[src/rtl/alu_sequencer_if.sv]
// alu_sequencer_if: command channel into the ALU sequencer.
// Carries one register-register or register-immediate ALU command over a
// valid/ready handshake.
//   valid   : command present (master -> slave)
//   ready   : sequencer can accept a command (slave -> master)
//   op      : ALU func code
//   rd      : destination register index
//   rs1     : source register index for operand a
//   rs2     : source register index for operand b (ignored when use_imm = 1)
//   use_imm : 1 selects imm as operand b instead of R[rs2]
//   imm     : immediate operand
interface alu_sequencer_if;
    localparam int unsigned XLEN   = 32;
    localparam int unsigned AW     = 3;
    localparam int unsigned OP_W   = 4;

    logic            valid;
    logic            ready;
    logic [OP_W-1:0] op;
    logic [AW-1:0]   rd;
    logic [AW-1:0]   rs1;
    logic [AW-1:0]   rs2;
    logic            use_imm;
    logic [XLEN-1:0] imm;

    // Command source side
    modport master (
        output valid, op, rd, rs1, rs2, use_imm, imm,
        input  ready
    );

    // Sequencer side
    modport slave (
        input  valid, op, rd, rs1, rs2, use_imm, imm,
        output ready
    );
endinterface

[src/rtl/alu_sequencer.sv]
// alu_sequencer: command-side initiator for an external combinational ALU.
// Accepts a command, reads operands from an 8x32 register file, presents
// them to the ALU for a full cycle, captures the result and writes it back.
// One command every 4 cycles: IDLE -> EXEC -> CAPT -> WB -> IDLE.
// Ports:
//   clk, rst    : clock, asynchronous active-high reset
//   cmd         : command channel (slave modport of alu_sequencer_if)
//   alu_a/b     : registered ALU operands
//   alu_func    : registered ALU opcode
//   alu_res     : ALU result
//   alu_zero    : ALU zero flag
//   done        : one-cycle pulse while the command is in writeback
//   zero_flag   : alu_zero of the last command that completed without fault
//   err_div0    : sticky, DIV/MOD with operand b = 0
//   err_illegal : sticky, opcode outside the defined set
//   err_clr     : clears both sticky errors (a same-cycle set wins)
//   dbg_addr    : debug read address
//   dbg_data    : combinational read of R[dbg_addr]
module alu_sequencer (
    input  logic                 clk,
    input  logic                 rst,
    alu_sequencer_if.slave       cmd,
    output logic [31:0]          alu_a,
    output logic [31:0]          alu_b,
    output logic [3:0]           alu_func,
    input  logic [31:0]          alu_res,
    input  logic                 alu_zero,
    output logic                 done,
    output logic                 zero_flag,
    output logic                 err_div0,
    output logic                 err_illegal,
    input  logic                 err_clr,
    input  logic [2:0]           dbg_addr,
    output logic [31:0]          dbg_data
);
    localparam int unsigned XLEN  = 32;
    localparam int unsigned AW    = 3;
    localparam int unsigned NREGS = 8;
    localparam int unsigned OP_W  = 4;

    // ALU opcode encodings
    localparam logic [OP_W-1:0] OP_ADD  = 4'd0;
    localparam logic [OP_W-1:0] OP_SUB  = 4'd1;
    localparam logic [OP_W-1:0] OP_MUL  = 4'd2;
    localparam logic [OP_W-1:0] OP_DIV  = 4'd3;
    localparam logic [OP_W-1:0] OP_MOD  = 4'd4;
    localparam logic [OP_W-1:0] OP_AND  = 4'd5;
    localparam logic [OP_W-1:0] OP_OR   = 4'd6;
    localparam logic [OP_W-1:0] OP_XOR  = 4'd7;
    localparam logic [OP_W-1:0] OP_NOT  = 4'd8;
    localparam logic [OP_W-1:0] OP_SHL  = 4'd9;
    localparam logic [OP_W-1:0] OP_SHR  = 4'd10;
    localparam logic [OP_W-1:0] OP_SLT  = 4'd11;
    localparam logic [OP_W-1:0] OP_SLTU = 4'd12;

    typedef enum logic [1:0] {
        IDLE = 2'd0,
        EXEC = 2'd1,
        CAPT = 2'd2,
        WB   = 2'd3
    } state_t;

    state_t          state;
    logic [XLEN-1:0] regs [NREGS];
    logic [AW-1:0]   rd_q;
    logic [XLEN-1:0] res_q;
    logic            zero_q;
    logic            div0_q;
    logic            ill_q;

    logic [XLEN-1:0] rs1_val;
    logic [XLEN-1:0] rs2_val;
    logic            is_div;
    logic            is_legal;

    // Register 0 reads as zero regardless of storage contents
    assign rs1_val  = (cmd.rs1  == AW'(0)) ? XLEN'(0) : regs[cmd.rs1];
    assign rs2_val  = (cmd.rs2  == AW'(0)) ? XLEN'(0) : regs[cmd.rs2];
    assign dbg_data = (dbg_addr == AW'(0)) ? XLEN'(0) : regs[dbg_addr];

    // Fault classification of the opcode currently driven to the ALU
    assign is_div   = (alu_func == OP_DIV) || (alu_func == OP_MOD);
    assign is_legal = (alu_func <= OP_SLTU);

    // Sequencer FSM, register file and status flags
    always_ff @(posedge clk or posedge rst) begin
        if (rst) begin
            state       <= IDLE;
            cmd.ready   <= 1'b1;
            alu_a       <= '0;
            alu_b       <= '0;
            alu_func    <= OP_ADD;
            rd_q        <= '0;
            res_q       <= '0;
            zero_q      <= 1'b0;
            div0_q      <= 1'b0;
            ill_q       <= 1'b0;
            done        <= 1'b0;
            zero_flag   <= 1'b0;
            err_div0    <= 1'b0;
            err_illegal <= 1'b0;
            for (int i = 0; i < int'(NREGS); i++) begin
                regs[i] <= '0;
            end
        end else begin
            done <= 1'b0;

            // Clear first; a set in WB below overrides it in the same cycle
            if (err_clr) begin
                err_div0    <= 1'b0;
                err_illegal <= 1'b0;
            end

            case (state)
                IDLE: begin
                    if (cmd.valid && cmd.ready) begin
                        rd_q      <= cmd.rd;
                        alu_a     <= rs1_val;
                        alu_b     <= cmd.use_imm ? cmd.imm : rs2_val;
                        alu_func  <= cmd.op;
                        cmd.ready <= 1'b0;
                        state     <= EXEC;
                    end
                end

                // Operands settle through the ALU for this whole cycle
                EXEC: begin
                    div0_q <= is_div && (alu_b == XLEN'(0));
                    ill_q  <= !is_legal;
                    state  <= CAPT;
                end

                // done is registered here so it is high throughout WB
                CAPT: begin
                    res_q  <= alu_res;
                    zero_q <= alu_zero;
                    done   <= 1'b1;
                    state  <= WB;
                end

                WB: begin
                    if (div0_q || ill_q) begin
                        if (div0_q) begin
                            err_div0 <= 1'b1;
                        end
                        if (ill_q) begin
                            err_illegal <= 1'b1;
                        end
                    end else begin
                        zero_flag <= zero_q;
                        if (rd_q != AW'(0)) begin
                            regs[rd_q] <= res_q;
                        end
                    end
                    cmd.ready <= 1'b1;
                    state     <= IDLE;
                end

                default: begin
                    cmd.ready <= 1'b1;
                    state     <= IDLE;
                end
            endcase
        end
    end
endmodule

[src/flat_wrapper.sv]
// flat-port wrapper written by rule: the top's interface ports become plain ports
module alu_sequencer_flat 
  (clk, rst, alu_a, alu_b, alu_func, alu_res, alu_zero, done, zero_flag, err_div0, err_illegal, err_clr, dbg_addr, dbg_data, cmd_valid, cmd_op, cmd_rd, cmd_rs1, cmd_rs2, cmd_use_imm, cmd_imm, cmd_ready);
  alu_sequencer_if cmd_i ();
  input  logic clk;
  input  logic rst;
  output logic [31:0] alu_a;
  output logic [31:0] alu_b;
  output logic [3:0] alu_func;
  input  logic [31:0] alu_res;
  input  logic alu_zero;
  output logic done;
  output logic zero_flag;
  output logic err_div0;
  output logic err_illegal;
  input  logic err_clr;
  input  logic [2:0] dbg_addr;
  output logic [31:0] dbg_data;
  input wire logic [$bits(cmd_i.valid)-1:0] cmd_valid;
  input wire logic [$bits(cmd_i.op)-1:0] cmd_op;
  input wire logic [$bits(cmd_i.rd)-1:0] cmd_rd;
  input wire logic [$bits(cmd_i.rs1)-1:0] cmd_rs1;
  input wire logic [$bits(cmd_i.rs2)-1:0] cmd_rs2;
  input wire logic [$bits(cmd_i.use_imm)-1:0] cmd_use_imm;
  input wire logic [$bits(cmd_i.imm)-1:0] cmd_imm;
  output wire logic [$bits(cmd_i.ready)-1:0] cmd_ready;
  assign cmd_i.valid = cmd_valid;
  assign cmd_i.op = cmd_op;
  assign cmd_i.rd = cmd_rd;
  assign cmd_i.rs1 = cmd_rs1;
  assign cmd_i.rs2 = cmd_rs2;
  assign cmd_i.use_imm = cmd_use_imm;
  assign cmd_i.imm = cmd_imm;
  assign cmd_ready = cmd_i.ready;
  alu_sequencer u_core (.clk(clk), .rst(rst), .cmd(cmd_i), .alu_a(alu_a), .alu_b(alu_b), .alu_func(alu_func), .alu_res(alu_res), .alu_zero(alu_zero), .done(done), .zero_flag(zero_flag), .err_div0(err_div0), .err_illegal(err_illegal), .err_clr(err_clr), .dbg_addr(dbg_addr), .dbg_data(dbg_data));
endmodule
[config.mk]
export PLATFORM = sky130hd
export DESIGN_NAME = alu_sequencer_flat
export DESIGN_NICKNAME = d
export VERILOG_FILES = /design/src/rtl/alu_sequencer_if.sv /design/src/rtl/alu_sequencer.sv /design/src/flat_wrapper.sv
export SDC_FILE = /design/constraint.sdc
export NUM_CORES = 1
export LEC_CHECK = 0
export BUFFER_PORTS_ARGS = -buffer_cell sky130_fd_sc_hd__buf_2
export CAP_MARGIN = 20
export CORE_MARGIN = 5
export CORE_UTILIZATION = 60
export DETAILED_ROUTE_END_ITERATION = 8
export PLACE_DENSITY = 0.9
export SETUP_SLACK_MARGIN = 0.15
export SLEW_MARGIN = 20
export SYNTH_ARGS = -nofsm -noshare
export SYNTH_HDL_FRONTEND = slang
export SYNTH_SLANG_ARGS = --single-unit
export TNS_END_PERCENT = 50
[constraint.sdc]
create_clock -name clk -period 14.99 [get_ports clk]
set_input_delay 0 -clock clk [delete_from_list [all_inputs] [get_ports clk]]
set_output_delay 0 -clock clk [all_outputs]
set_load 0.005 [all_outputs]
==> results of run 1 <==
==> state kept, by name (all words and copies together), names as in the netlist <==
name                count
u_core.done             1
u_core.err_illegal      1
u_core.div0_q           1
u_core.ill_q            1
u_core.zero_q           1
u_core.alu_b           32
u_core.cmd.ready        1
u_core.state            2
u_core.zero_flag        1
u_core.res_q           32
u_core.alu_func         4
u_core.regs           224
u_core.rd_q             3
u_core.err_div0         1
u_core.alu_a           32
==> logic make-up after synthesis <==
family                   share of synthesized area
AND/OR/NAND/NOR                            0.06879
adder cells (fa/ha/maj)                   0.003426
multiplexers                                0.3442
buffers and inverters                      0.03563
flip-flops                                  0.4619
AO/OA/AOI/OAI                              0.08606
==> how the worst min path moves through the flow <==
| stage | from | endpoint |
|---|---|---|
| CTS | cmd_rs2[0] | u_core.alu_b[31] |
| floorplan | err_clr | u_core.err_illegal |
| detailed placement | rst | u_core.alu_func[1] |
| finish | cmd_rs2[0] | u_core.alu_b[31] |
| global placement | rst | u_core.done |
| global route | cmd_rs2[0] | u_core.alu_b[31] |
==> power breakdown <==
part | switching (W) | internal, W | total [W]
combinational | 0.000598 | 0.000824 | 0.00142
sequential | 0.000508 | 0.00133 | 0.00184
clock | 0.000365 | 0.000552 | 0.000917
total | 0.00147 | 0.00271 | 0.00418
==> Yosys cell counts (2+ instances only) <==
library cell               instances
sky130_fd_sc_hd__dfrtp_1         336
sky130_fd_sc_hd__mux2_2          283
sky130_fd_sc_hd__mux4_2           95
sky130_fd_sc_hd__nand2_1          95
sky130_fd_sc_hd__clkbuf_1         61
sky130_fd_sc_hd__a221oi_1         60
sky130_fd_sc_hd__nor2b_1          56
sky130_fd_sc_hd__o21ai_0          48
sky130_fd_sc_hd__a21oi_1          44
sky130_fd_sc_hd__mux2_1           39
sky130_fd_sc_hd__o31ai_1          33
sky130_fd_sc_hd__a22oi_1          32
sky130_fd_sc_hd__nor2_1           32
sky130_fd_sc_hd__buf_2            31
sky130_fd_sc_hd__mux2_4           30
sky130_fd_sc_hd__or3_1            21
sky130_fd_sc_hd__buf_4            12
sky130_fd_sc_hd__inv_1            12
sky130_fd_sc_hd__nor3_1           10
sky130_fd_sc_hd__buf_6             9
sky130_fd_sc_hd__buf_1             8
sky130_fd_sc_hd__nand3b_1          8
sky130_fd_sc_hd__mux2i_1           7
sky130_fd_sc_hd__nor4_1            7
sky130_fd_sc_hd__ha_1              5
sky130_fd_sc_hd__and3_1            3
sky130_fd_sc_hd__nand3_1           3
sky130_fd_sc_hd__nand2b_1          2
sky130_fd_sc_hd__nand3b_2          2
sky130_fd_sc_hd__nor2_4            2
sky130_fd_sc_hd__nor4b_1           2
sky130_fd_sc_hd__o22ai_1           2
==> cell type report <==
cell class	instances	area, um2
Fill cell	1825	8567
Timing Repair Buffer	284	1908
Multi-Input combinational cell	935	9226
Inverter	12	52.55
Antenna cell	1	2.502
Clock buffer	48	1037
Sequential cell	337	8434
Tap cell	390	488.0
Clock inverter	11	158.9
==> layer usage <==
layer / part of all wire / routed length, um / global-route usage
met4: 0.047 / 2594 / 0.1683
met3: 0.11 / 6151 / 0.06967
met2: 0.48 / 26720 / 0.5155
met1: 0.36 / 19750 / 0.4161
met5: 0 / 0 / 0
==> metrics by stage <==
stage                     utilization  instances  hold slack, ps
after floorplan                     -       1405           96.45
after global placement         0.6455       1880           121.7
after detailed placement       0.6455       1880           129.0
after CTS                      0.7107       2014           54.94
after global routing           0.7132       2017           123.5
final                          0.7132       2018           85.20
==> worst reg2reg max path: stages (launching register included) <==
cell	delay [ps]
sky130_fd_sc_hd__dfrtp_1	400
sky130_fd_sc_hd__ha_1	240
sky130_fd_sc_hd__or3b_4	440
sky130_fd_sc_hd__nor2_4	160
sky130_fd_sc_hd__nand3b_2	840
sky130_fd_sc_hd__mux2_1	680
==> results.txt, run 1 <==
- The H-tree was split into 2 levels.
* Number of synthesized flops with an enable pin: 0
- The number of max-slew violations in the final report came to 0.
* Async set or reset register ratio after synthesis: 1.000
- Number of buffer and inverter stages on the critical path: 0
- Pre-antenna DRT Iters: 6
- Dividing the final minimum period by the clock period gives 0.1931.
- The initial antenna violation count was 0.
- The count of nets left with antenna violations once routing finished came out at 0.
- The total overflow left after global routing is 0.
- Total placed instance area: 0.01928 mm2
* Peak ir drop on the vdd network: 0.1319 mV
- For the pin with the worst max-slew slack, the measured transition is 1245 ps.
- Measured against its own limit, the worst slew margin works out to 0.1681.
* Number of clock sinks seen by CTS: 337
- Type of destination of the critical path: register
* Number of buffers added by the clock tree synthesis step: 36
- Die span in y: 184.5 um
* Detailed-route DRC error count: 0
- Among all flip-flop cells after synthesis, the most frequent one is sky130_fd_sc_hd__dfrtp_1.
- Series of cell instances along the critical path: ha_1, or3b_4, nor2_4, nand3b_2, mux2_1
- Longest Clk Path Bufs: 3
- Area of the core: 0.02987 mm2
* Highest-count cells in the layout ignoring fill and taps: 336 x sky130_fd_sc_hd__dfrtp_1, 283 x sky130_fd_sc_hd__mux2_2, 186 x sky130_fd_sc_hd__buf_2
- Number of logic stages on the critical path including buffering: 5
- For this block, the initial DRC count from the detailed router was 1937.
* Cell area after layout: 0.02131 mm2
- During I/O placement, the number of pins put on the boundary was 191.
- For this design the ratio of total power to cell area is 196.0 mW/mm2.
* Most frequent standard cell in the layout excluding fill and tap cells: sky130_fd_sc_hd__dfrtp_1
- In the final routed layout, each cell accounts on average for 27.36 um.
- Detailed-placement wirelength estimate: 30880 um
* Buffers on Ports: 190
- Largest stage delay on the critical path: 840 ps
- Counting instances, the worst hold path has a depth of 3.
* Static Leak: 9.544 nW
* Class of the most critical setup path: reg2reg
- Across the run, the number of max-cap violations was 0.
- Critical path's slowest cell: sky130_fd_sc_hd__nand3b_2
- Setup violations remaining at the end of the flow were counted as 0.
- Counting flops and latches in the post-synthesis netlist gives 337.
* Clock slew at the register clock pins of the worst setup and hold paths: 60 ps
* Top achievable clock speed: 345.5 MHz
- In this run the critical register-to-register path is launched from u_core.state[1].
- Wire length of the first global-routing pass: 85990 um
- Of the synthesized area, sequential elements account for 0.4619.
* Last weighted congestion value of the routability-driven placer: 0.8670
* CP top delay family: simple AND/OR/NAND/NOR gates
- Cts-stage hold buffer count: 75
- During synthesis, Yosys emitted a total of 0 warnings.
- Mean instance size in the synthesized netlist: 13.00 um2
* Start point of the critical path: u_core.state[1]
- Cell accounting for the most synthesized area: sky130_fd_sc_hd__dfrtp_1
* Type of the tightest min-delay check: in2reg
* Vias in the first global route: 15132
* Cell row count: 63
- Via/cell ratio: 7.178
- From synthesis to final layout, the design area changed by 16.68%.
* Required time of the critical path: 15380 ps
* Final min period: 2895 ps
- Setup slack closes at 12100 ps.
- Final net count: 1697
* Share of Yosys cell area claimed by the top area cell type: 0.4604
- Sum of routed wire length over all layers: 55220 um
- Post-route clock skew: 16.22 ps
* Setup TNS: 0 ps
- Detailed routing inserted a total of 14486 vias.
- FF-to-FF End: u_core.regs[97]
- Synthesis handed over a netlist of 1405 instances.
* Unique masters post-synth: 47
* Status: finished, final reports clean
* WP data arrival: 3290 ps
- Dominant cells by area after synthesis: sky130_fd_sc_hd__dfrtp_1 46%, sky130_fd_sc_hd__mux2_2 17%, sky130_fd_sc_hd__mux4_2 12%, sky130_fd_sc_hd__a221oi_1 2.9%, sky130_fd_sc_hd__mux2_4 2.5%
* Number of cells on the worst reg-to-reg path: 5
* Number of post-CTS setup repair buffers: 0
* Destination of the critical timing path: u_core.regs[97]
- GRT Overall Usage: 0.3220
* RSZ-0062 raised after global routing: no
* Number of hold violations in the final report: 0
- OpenSTA, run right after detailed placement, puts the worst setup slack at 12160 ps.
* CTS-repair resized insts: 0
* Floorplan die width: 184.5 um
* Clock tree root buffer cell: sky130_fd_sc_hd__clkbuf_16
- Of all nets on the critical path, the largest fanout is 32.
- Entering global routing, the biggest net connects 176 pins.
* Register-to-register setup slack: 12100 ps
- Die Outline Area: 0.03402 mm2
- The worst setup path is launched from a register.
- Summing internal, switching and leakage power gives 0.004177 W.
* Fraction of layout instances using a drive strength above 1: 0.4235
- TritonCTS built the clock tree.
- Syn Std Cell Area: 0.01826 mm2
- Source-to-sink clock delay at the later pin of the worst-skew pair: 520 ps
- Effective utilization at floorplan: 0.6113
- Total nets after synthesis: 1496
Note: power is estimated with default switching activity, not from simulation.
==> inputs of run 2 (changes only) <==
- CORE_UTILIZATION: 60 -> 54
- PLACE_DENSITY: 0.9 -> 0.86
- clock period: 14.99 -> 2.5 ns (I/O delays scaled with it)
==> run 2 against run 1 <==
  * Clock skew grew 9.1 ps
  * Total power rose to 6.0 times the previous value
  * Register-to-register slack worse by 12000 ps
  * First-iteration DRC count is 2.9% lower
  * Fmax rose by 25%
  * Non-clock buffer count up 43
  * Combinational power grew to 6.0 times the previous value
  * Critical path depth grew 1
  * Hold slack worse by 35 ps
  * Global-route usage fell by 2.7 points
  * Largest power group unchanged
  * Highest routed layer unchanged
==> results.txt, run 2 (same netlist as run 1, synthesis figures left out) <==
- Final net count: 1741 (was 1697)
- The detailed-route wire length is 56440 um (was 55220 um).
- Required time of the critical path: 2880 ps (was 15380 ps)
- Last weighted congestion value of the routability-driven placer: 0.8887 (was 0.8670)
* Final std cells w/o fill: 2126 (was 2018)
- Number of clock sinks seen by CTS: 337 (unchanged)
- The routed length per placed instance is 26.55 um (was 27.36 um).
- Number of hold violations in the final report: 0 (unchanged)
* Die span in y: 193.9 um (was 184.5 um)
- Pre-antenna DRT Iters: 7 (was 6)
* Maximum number of pins on one net before global-route repair: 91 (was 176)
* Fill count: 2332 (was 1825)
- The number of global-route vias before repair was 15089 (was 15132).
- Register-to-register setup slack: 180 ps (was 12100 ps)
* Total area of sequential cells: 0.008434 mm2 (unchanged)
- Type of the tightest min-delay check: in2reg (unchanged)
- Count of H-tree levels built during CTS: 2 (unchanged)
* Total placed instance area: 0.01983 mm2 (was 0.01928 mm2)
- Sequential Power Share: 0.438 (was 0.440)
- The count of standard-cell rows is 67 (was 63).
- The total area of multi-input combinational cells was 0.009221 mm2 (was 0.009226 mm2).
* Clk pwr share: 0.222 (was 0.220)
- Relative max-transition margin: 0.4436 (was 0.1681)
- The kind of capture point of the worst setup path was a register (unchanged).
* Critical R2R Launch: u_core.state[1] (unchanged)
* Final Power: 0.02517 W (was 0.004177 W)
- The placed wire-length estimate was 35010 um (was 30880 um).
- The number of antenna cells inserted was 0 (was 1).
- Actual slew at the worst max-slew pin: 834.6 ps (was 1245 ps)
- Highest-count cells in the layout ignoring fill and taps: 336 x sky130_fd_sc_hd__dfrtp_1, 283 x sky130_fd_sc_hd__mux2_2, 186 x sky130_fd_sc_hd__buf_2 (unchanged)
- Longest Clk Path Bufs: 3 (unchanged)
- The startpoint of the lowest-slack hold path was cmd_use_imm (was cmd_rs2[0]).
- Cell area after layout: 0.02185 mm2 (was 0.02131 mm2)
- The final setup slack of the worst path is 183.8 ps (was 12100 ps).
- The setup skew after layout is 25.34 ps (was 16.22 ps).
- Via/cell ratio: 6.780 (was 7.178)
- The kind of launch point of the worst setup path is a register (unchanged).
- The remaining design rule violation count was 0 (unchanged).
- Fraction of layout instances using a drive strength above 1: 0.4380 (was 0.4235)
- The power density relative to cell area is 1152 mW/mm2 (was 196.0 mW/mm2).
- Area of the core: 0.03345 mm2 (was 0.02987 mm2)
- Buffers on Ports: 190 (unchanged)
- Maximum fanout count along the critical path: 32 (unchanged)
* RSZ-0062 raised after global routing: yes (was no)
- Int Pwr: 0.01633 W (was 0.002706 W)
* Worst setup timing slack at the placement stage: 226.2 ps (was 12160 ps)
- Initial detailed-routing violation count: 1881 (was 1937)
- The synthesis-to-layout area growth is 19.66% (was 16.68%).
- Die Outline Area: 0.03760 mm2 (was 0.03402 mm2)
* Static Leak: 9.791 nW (was 9.544 nW)
* Logic pwr share: 0.340 (about the same)
- Switching Fraction: 0.3512 (was 0.3523)
* Sum of overflow across all layers after global routing: 0 (unchanged)
* Class of the most critical setup path: reg2reg (unchanged)
* Switching component of the power: 0.008841 W (was 0.001471 W)
- Final min period: 2316 ps (was 2895 ps)
- Peak ir drop on the vdd network: 0.5055 mV (was 0.1319 mV)
* I/O pin total: 191 (unchanged)
- Status: finished, final reports clean (unchanged)
- Final Max Tran Viols: 0 (unchanged)
- The most common cell after layout, fill and taps aside is sky130_fd_sc_hd__dfrtp_1 (unchanged).
* Clock tree root buffer cell: sky130_fd_sc_hd__clkbuf_16 (unchanged)
- The largest register by flop count was u_core.regs (unchanged).
- Top achievable clock speed: 431.7 MHz (was 345.5 MHz)
* Vias after detailed routing: 14415 (was 14486)
- End-of-flow core utilization: 0.6533 (was 0.7132)
* Number of flip-flops under the largest register name: 224 (unchanged)
* Cell count after placement: 1981 (was 1880)
* Start point of the critical path: u_core.state[1] (unchanged)
- GRT Overall Usage: 0.2952 (was 0.3220)
- The number of nets still failing antenna checks after routing is 0 (unchanged).
* Floorplan die width: 193.9 um (was 184.5 um)
- Antenna violations before repair: 0 (unchanged)
- The global-route wire length before repair came to 88390 um (was 85990 um).
- Number of buffers added by the clock tree synthesis step: 37 (was 36)
- CTS tree: done (unchanged)
- The count of endpoints failing setup in the final report came to 0 (unchanged).
- The arrival time at the worst endpoint was 2700 ps (was 3290 ps).
* Effective utilization at floorplan: 0.5460 (was 0.6113)
- The clock insertion delay at the later pin of the skew report is 530 ps (was 520 ps).
- Clock slew at the register clock pins of the worst setup and hold paths: 60 ps (about the same)
- The max-cap check violation count came to 0 (unchanged).
- The period utilization is 0.9265 (was 0.1931).
-- run 2: cell types whose count changed in the layout (fill, tap and decap cells not counted), sizes merged, moves of 3 or more --
cell	previous run	this run
clkbuf	48	52
dlygate4sd3	75	78
clkinvlp	0	3
buf	209	249
-- run 2: worst paths after layout --
check,cells past startpoint,to
max,6,u_core.regs[19]
min in group asynchronous,3,u_core.err_div0
max reg2reg,6,u_core.regs[19]
min,3,u_core.alu_b[3]
min reg2reg,2,u_core.alu_a[3]
max in group asynchronous,4,u_core.regs[110]
-- run 2: critical path, cell delays in order, from the launching register on --
cell and delay, ps:
sky130_fd_sc_hd__dfrtp_1 400, sky130_fd_sc_hd__ha_1 240, sky130_fd_sc_hd__or3b_4 450, sky130_fd_sc_hd__nor2_4 180
sky130_fd_sc_hd__and3_2 240, sky130_fd_sc_hd__buf_12 270, sky130_fd_sc_hd__mux2_1 380
-- run 2: power groups by stage --
stage          registers, W  clock network, W  logic [W]
2_1_floorplan       0.00981                 0    0.00606
3_3_place_gp         0.0106                 0    0.00799
3_5_place_dp         0.0108                 0    0.00832
4_1_cts              0.0108           0.00562    0.00855
5_1_grt              0.0113           0.00586    0.00925
6_report             0.0110           0.00558    0.00856
-- run 2: area by class of cell --
class | instances | area share
repair buffers | 327 | 0.1074
multi-input cells | 935 | 0.4220
clock buffers | 52 | 0.04907
well taps | 448 | 0.02565
inverters | 12 | 0.002233
flip-flops and latches | 337 | 0.3860
clock inverters | 15 | 0.007616
-- run 2: repair_timing --
| action | in CTS | in global routing |
|---|---|---|
| setup endpoints to repair | 0 | 11 |
| hold buffers | 78 | 0 |
| hold endpoints to repair | 150 | 0 |
| buffers inserted | 0 | 0 |
| gates resized for setup | 0 | 1 |
-- run 2: metrics by stage --
step | hold WS, ps | TNS (ps)
4_1_cts | 13.37 | 0
2_1_floorplan | 96.45 | -674050
5_1_grt | 65.30 | 0
6_report | 50.67 | 0
3_5_place_dp | 70.95 | 0
3_3_place_gp | 64.23 | 0
-- run 2: routing by layer --
| layer | track usage | vias up | routed length [um] |
|---|---|---|---|
| li1 | - | 5828 | - |
| met1 | 0.3925 | 7261 | 20880 |
| met2 | 0.4574 | 1073 | 26090 |
| met3 | 0.07732 | 253 | 6394 |
| met4 | 0.1406 | 0 | 3075 |
| met5 | 0 | - | 0 |
==> inputs of run 3 (changes only) <==
- CORE_MARGIN: 5 -> 2
==> run 3 against run 2 <==
  * Via count grew 0.17%
  * Global-route usage grew 1.8 points
  * Critical path type unchanged
  * Register-to-register slack gained 70 ps
  * Clock power grew 7.9%
  * Wire length shrank 2.1%
  * Total power grew 1.6%
  * Flip-flop and latch count is the same
  * Fmax grew 3.1%
  * Largest power group unchanged
  * Hold slack lost 16 ps
==> results.txt, run 3 (same netlist as run 1, synthesis figures left out) <==
* Number of cells on the worst reg-to-reg path: 6 (unchanged)
- The count of endpoints failing setup in the final report came to 0 (unchanged).
- Required time of the critical path: 2890 ps (was 2880 ps)
* Hold WS: 35.07 ps (was 50.67 ps)
- The post-layout net count came to 1728 (was 1741).
- Final min period: 2247 ps (was 2316 ps)
- I/O pin total: 191 (unchanged)
- Status: finished, final reports clean (unchanged)
- The worst ir drop on vdd was 0.6300 mV (was 0.5055 mV).
* Via/cell ratio: 6.821 (was 6.780)
* Actual slew at the worst max-slew pin: 851.2 ps (was 834.6 ps)
- The period utilization was 0.8988 (was 0.9265).
* CTS-repair resized insts: 0 (unchanged)
- The power density relative to cell area is 1169 mW/mm2 (was 1152 mW/mm2).
- The routed length per placed instance is 26.09 um (was 26.55 um).
- The arrival time at the worst endpoint is 2640 ps (was 2700 ps).
- The number of global-route vias before repair came to 14752 (was 15089).
* Highest-count cells in the layout ignoring fill and taps: 336 x sky130_fd_sc_hd__dfrtp_1, 283 x sky130_fd_sc_hd__mux2_2, 187 x sky130_fd_sc_hd__buf_2 (was 336 x sky130_fd_sc_hd__dfrtp_1, 283 x sky130_fd_sc_hd__mux2_2, 186 x sky130_fd_sc_hd__buf_2)
* Number of flip-flops under the largest register name: 224 (unchanged)
- Buffers on Ports: 190 (unchanged)
* Cts-stage hold buffer count: 75 (was 78)
- The placed wire-length estimate was 33230 um (was 35010 um).
* Source-to-sink clock delay at the later pin of the worst-skew pair: 530 ps (about the same)
- Clock tree root buffer cell: sky130_fd_sc_hd__clkbuf_16 (unchanged)
- Area added between synthesis and finish: 19.81% (was 19.66%)
- The total global routing track utilization is 0.3131 (was 0.2952).
- The global-route wire length before repair came to 85660 um (was 88390 um).
- The worst-case headroom to the max-slew limit came to 0.4325 (was 0.4436).
- Maximum fanout count along the critical path: 32 (unchanged)
- The CTS buffer count is 38 (was 37).
- The floorplan die width is 187.9 um (was 193.9 um).
- Post-route clock skew: 24.62 ps (was 25.34 ps)
* Clock slew at the register clock pins of the worst setup and hold paths: 70 ps (was 60 ps)
- The post-CTS setup buffer count came to 0 (unchanged).
- Cell row count: 67 (unchanged)
- Top achievable clock speed: 445.0 MHz (was 431.7 MHz)
* Post-route ant nets: 0 (unchanged)
* Vias after detailed routing: 14439 (was 14415)
- The remaining design rule violation count came to 0 (unchanged).
* Type of destination of the critical path: register (unchanged)
- The die height was 187.9 um (was 193.9 um).
- Effective utilization at floorplan: 0.5460 (unchanged)
- Area of the core: 0.03345 mm2 (unchanged)
* Number of hold violations in the final report: 0 (unchanged)
- The buffer depth of the longest clock path came to 3 (unchanged).
- Count of H-tree levels built during CTS: 2 (unchanged)
- Final Max Tran Viols: 0 (unchanged)
- The static leakage power came to 9.778 nW (was 9.791 nW).
* Number of clock sinks seen by CTS: 337 (unchanged)
* Sum of routed wire length over all layers: 55220 um (was 56440 um)
- The number of detailed-route iterations in the first pass is 6 (was 7).
- Sum of overflow across all layers after global routing: 0 (unchanged)
* Last weighted congestion value of the routability-driven placer: 0.8551 (was 0.8887)
* Fraction of layout instances using a drive strength above 1: 0.4379 (was 0.4380)
- Type of the tightest min-delay check: in2reg (unchanged)
* Most flop-heavy register: u_core.regs (unchanged)
* Initial detailed-routing violation count: 1670 (was 1881)
- Worst hold path depth: 4 (was 3)
- CTS tree: done (unchanged)
* Most frequent standard cell in the layout excluding fill and tap cells: sky130_fd_sc_hd__dfrtp_1 (unchanged)
- The final standard cell utilization of the core is 0.6541 (was 0.6533).
- The max-cap check violation count came to 0 (unchanged).
- Class of the most critical setup path: reg2reg (unchanged)
- The kind of launch point of the worst setup path was a register (unchanged).
* Antenna violations before repair: 1 (was 0)
- Die Outline Area: 0.03530 mm2 (was 0.03760 mm2)
- RSZ-0062 raised after global routing: no (was yes).
* Maximum number of pins on one net before global-route repair: 70 (was 91)
## run 3: power by group
group          switching, W  internal, W  total (W)
Combinational       0.00350      0.00503    0.00854
Sequential          0.00304      0.00797     0.0110
Clock               0.00231      0.00371    0.00602
## run 3: per-stage QoR
| step | TNS [ps] | cell area [um2] | std cells | total power (W) | worst slack (ps) |
|---|---|---|---|---|---|
| detailed placement | 0 | 19750 | 1970 | 0.01910 | 291.5 |
| finish | 0 | 21880 | 2117 | 0.02558 | 253.0 |
| floorplan | -674050 | 18270 | 1405 | 0.01588 | -2004 |
| global route | 0 | 21880 | 2116 | 0.02671 | 191.5 |
| global placement | 0 | 19750 | 1970 | 0.01853 | 367.9 |
| CTS | 0 | 21870 | 2115 | 0.02538 | 284.7 |
## run 3: final timing paths
path	slack, ps	startpoint	endpoint
min	40	cmd_imm[22]	u_core.alu_b[22]
min in group asynchronous	50	rst	u_core.regs[127]
max reg2reg	250	u_core.state[1]	u_core.regs[13]
min reg2reg	480	u_core.alu_a[29]	u_core.alu_a[29]
max	250	u_core.state[1]	u_core.regs[13]
max in group asynchronous	1520	rst	u_core.regs[81]
## run 3: worst max-delay path: stages, from the launching register on
cell	delay, ps
sky130_fd_sc_hd__dfrtp_1	390
sky130_fd_sc_hd__ha_1	250
sky130_fd_sc_hd__or3b_4	450
sky130_fd_sc_hd__nor2_4	160
sky130_fd_sc_hd__and3_2	230
sky130_fd_sc_hd__buf_12	240
sky130_fd_sc_hd__mux2_1	360
## run 3: layout make-up
class                      count  area, um2
antenna                        2      5.005
tap                          448      560.5
fill                        2282      11570
inverter                      12      48.80
clock inverter                19      236.5
multi-input combinational    935       9216
timing repair buffer         313       2245
sequential                   337       8434
clock buffer                  51       1134
## run 3: routing by layer
metal / track usage / share of wire / vias to the layer above
met5: 0 / 0 / -
met4: 0.1817 / 0.058 / 0
met3: 0.07112 / 0.11 / 269
met2: 0.4936 / 0.47 / 1087
met1: 0.4003 / 0.37 / 7264
li1: - / - / 5819
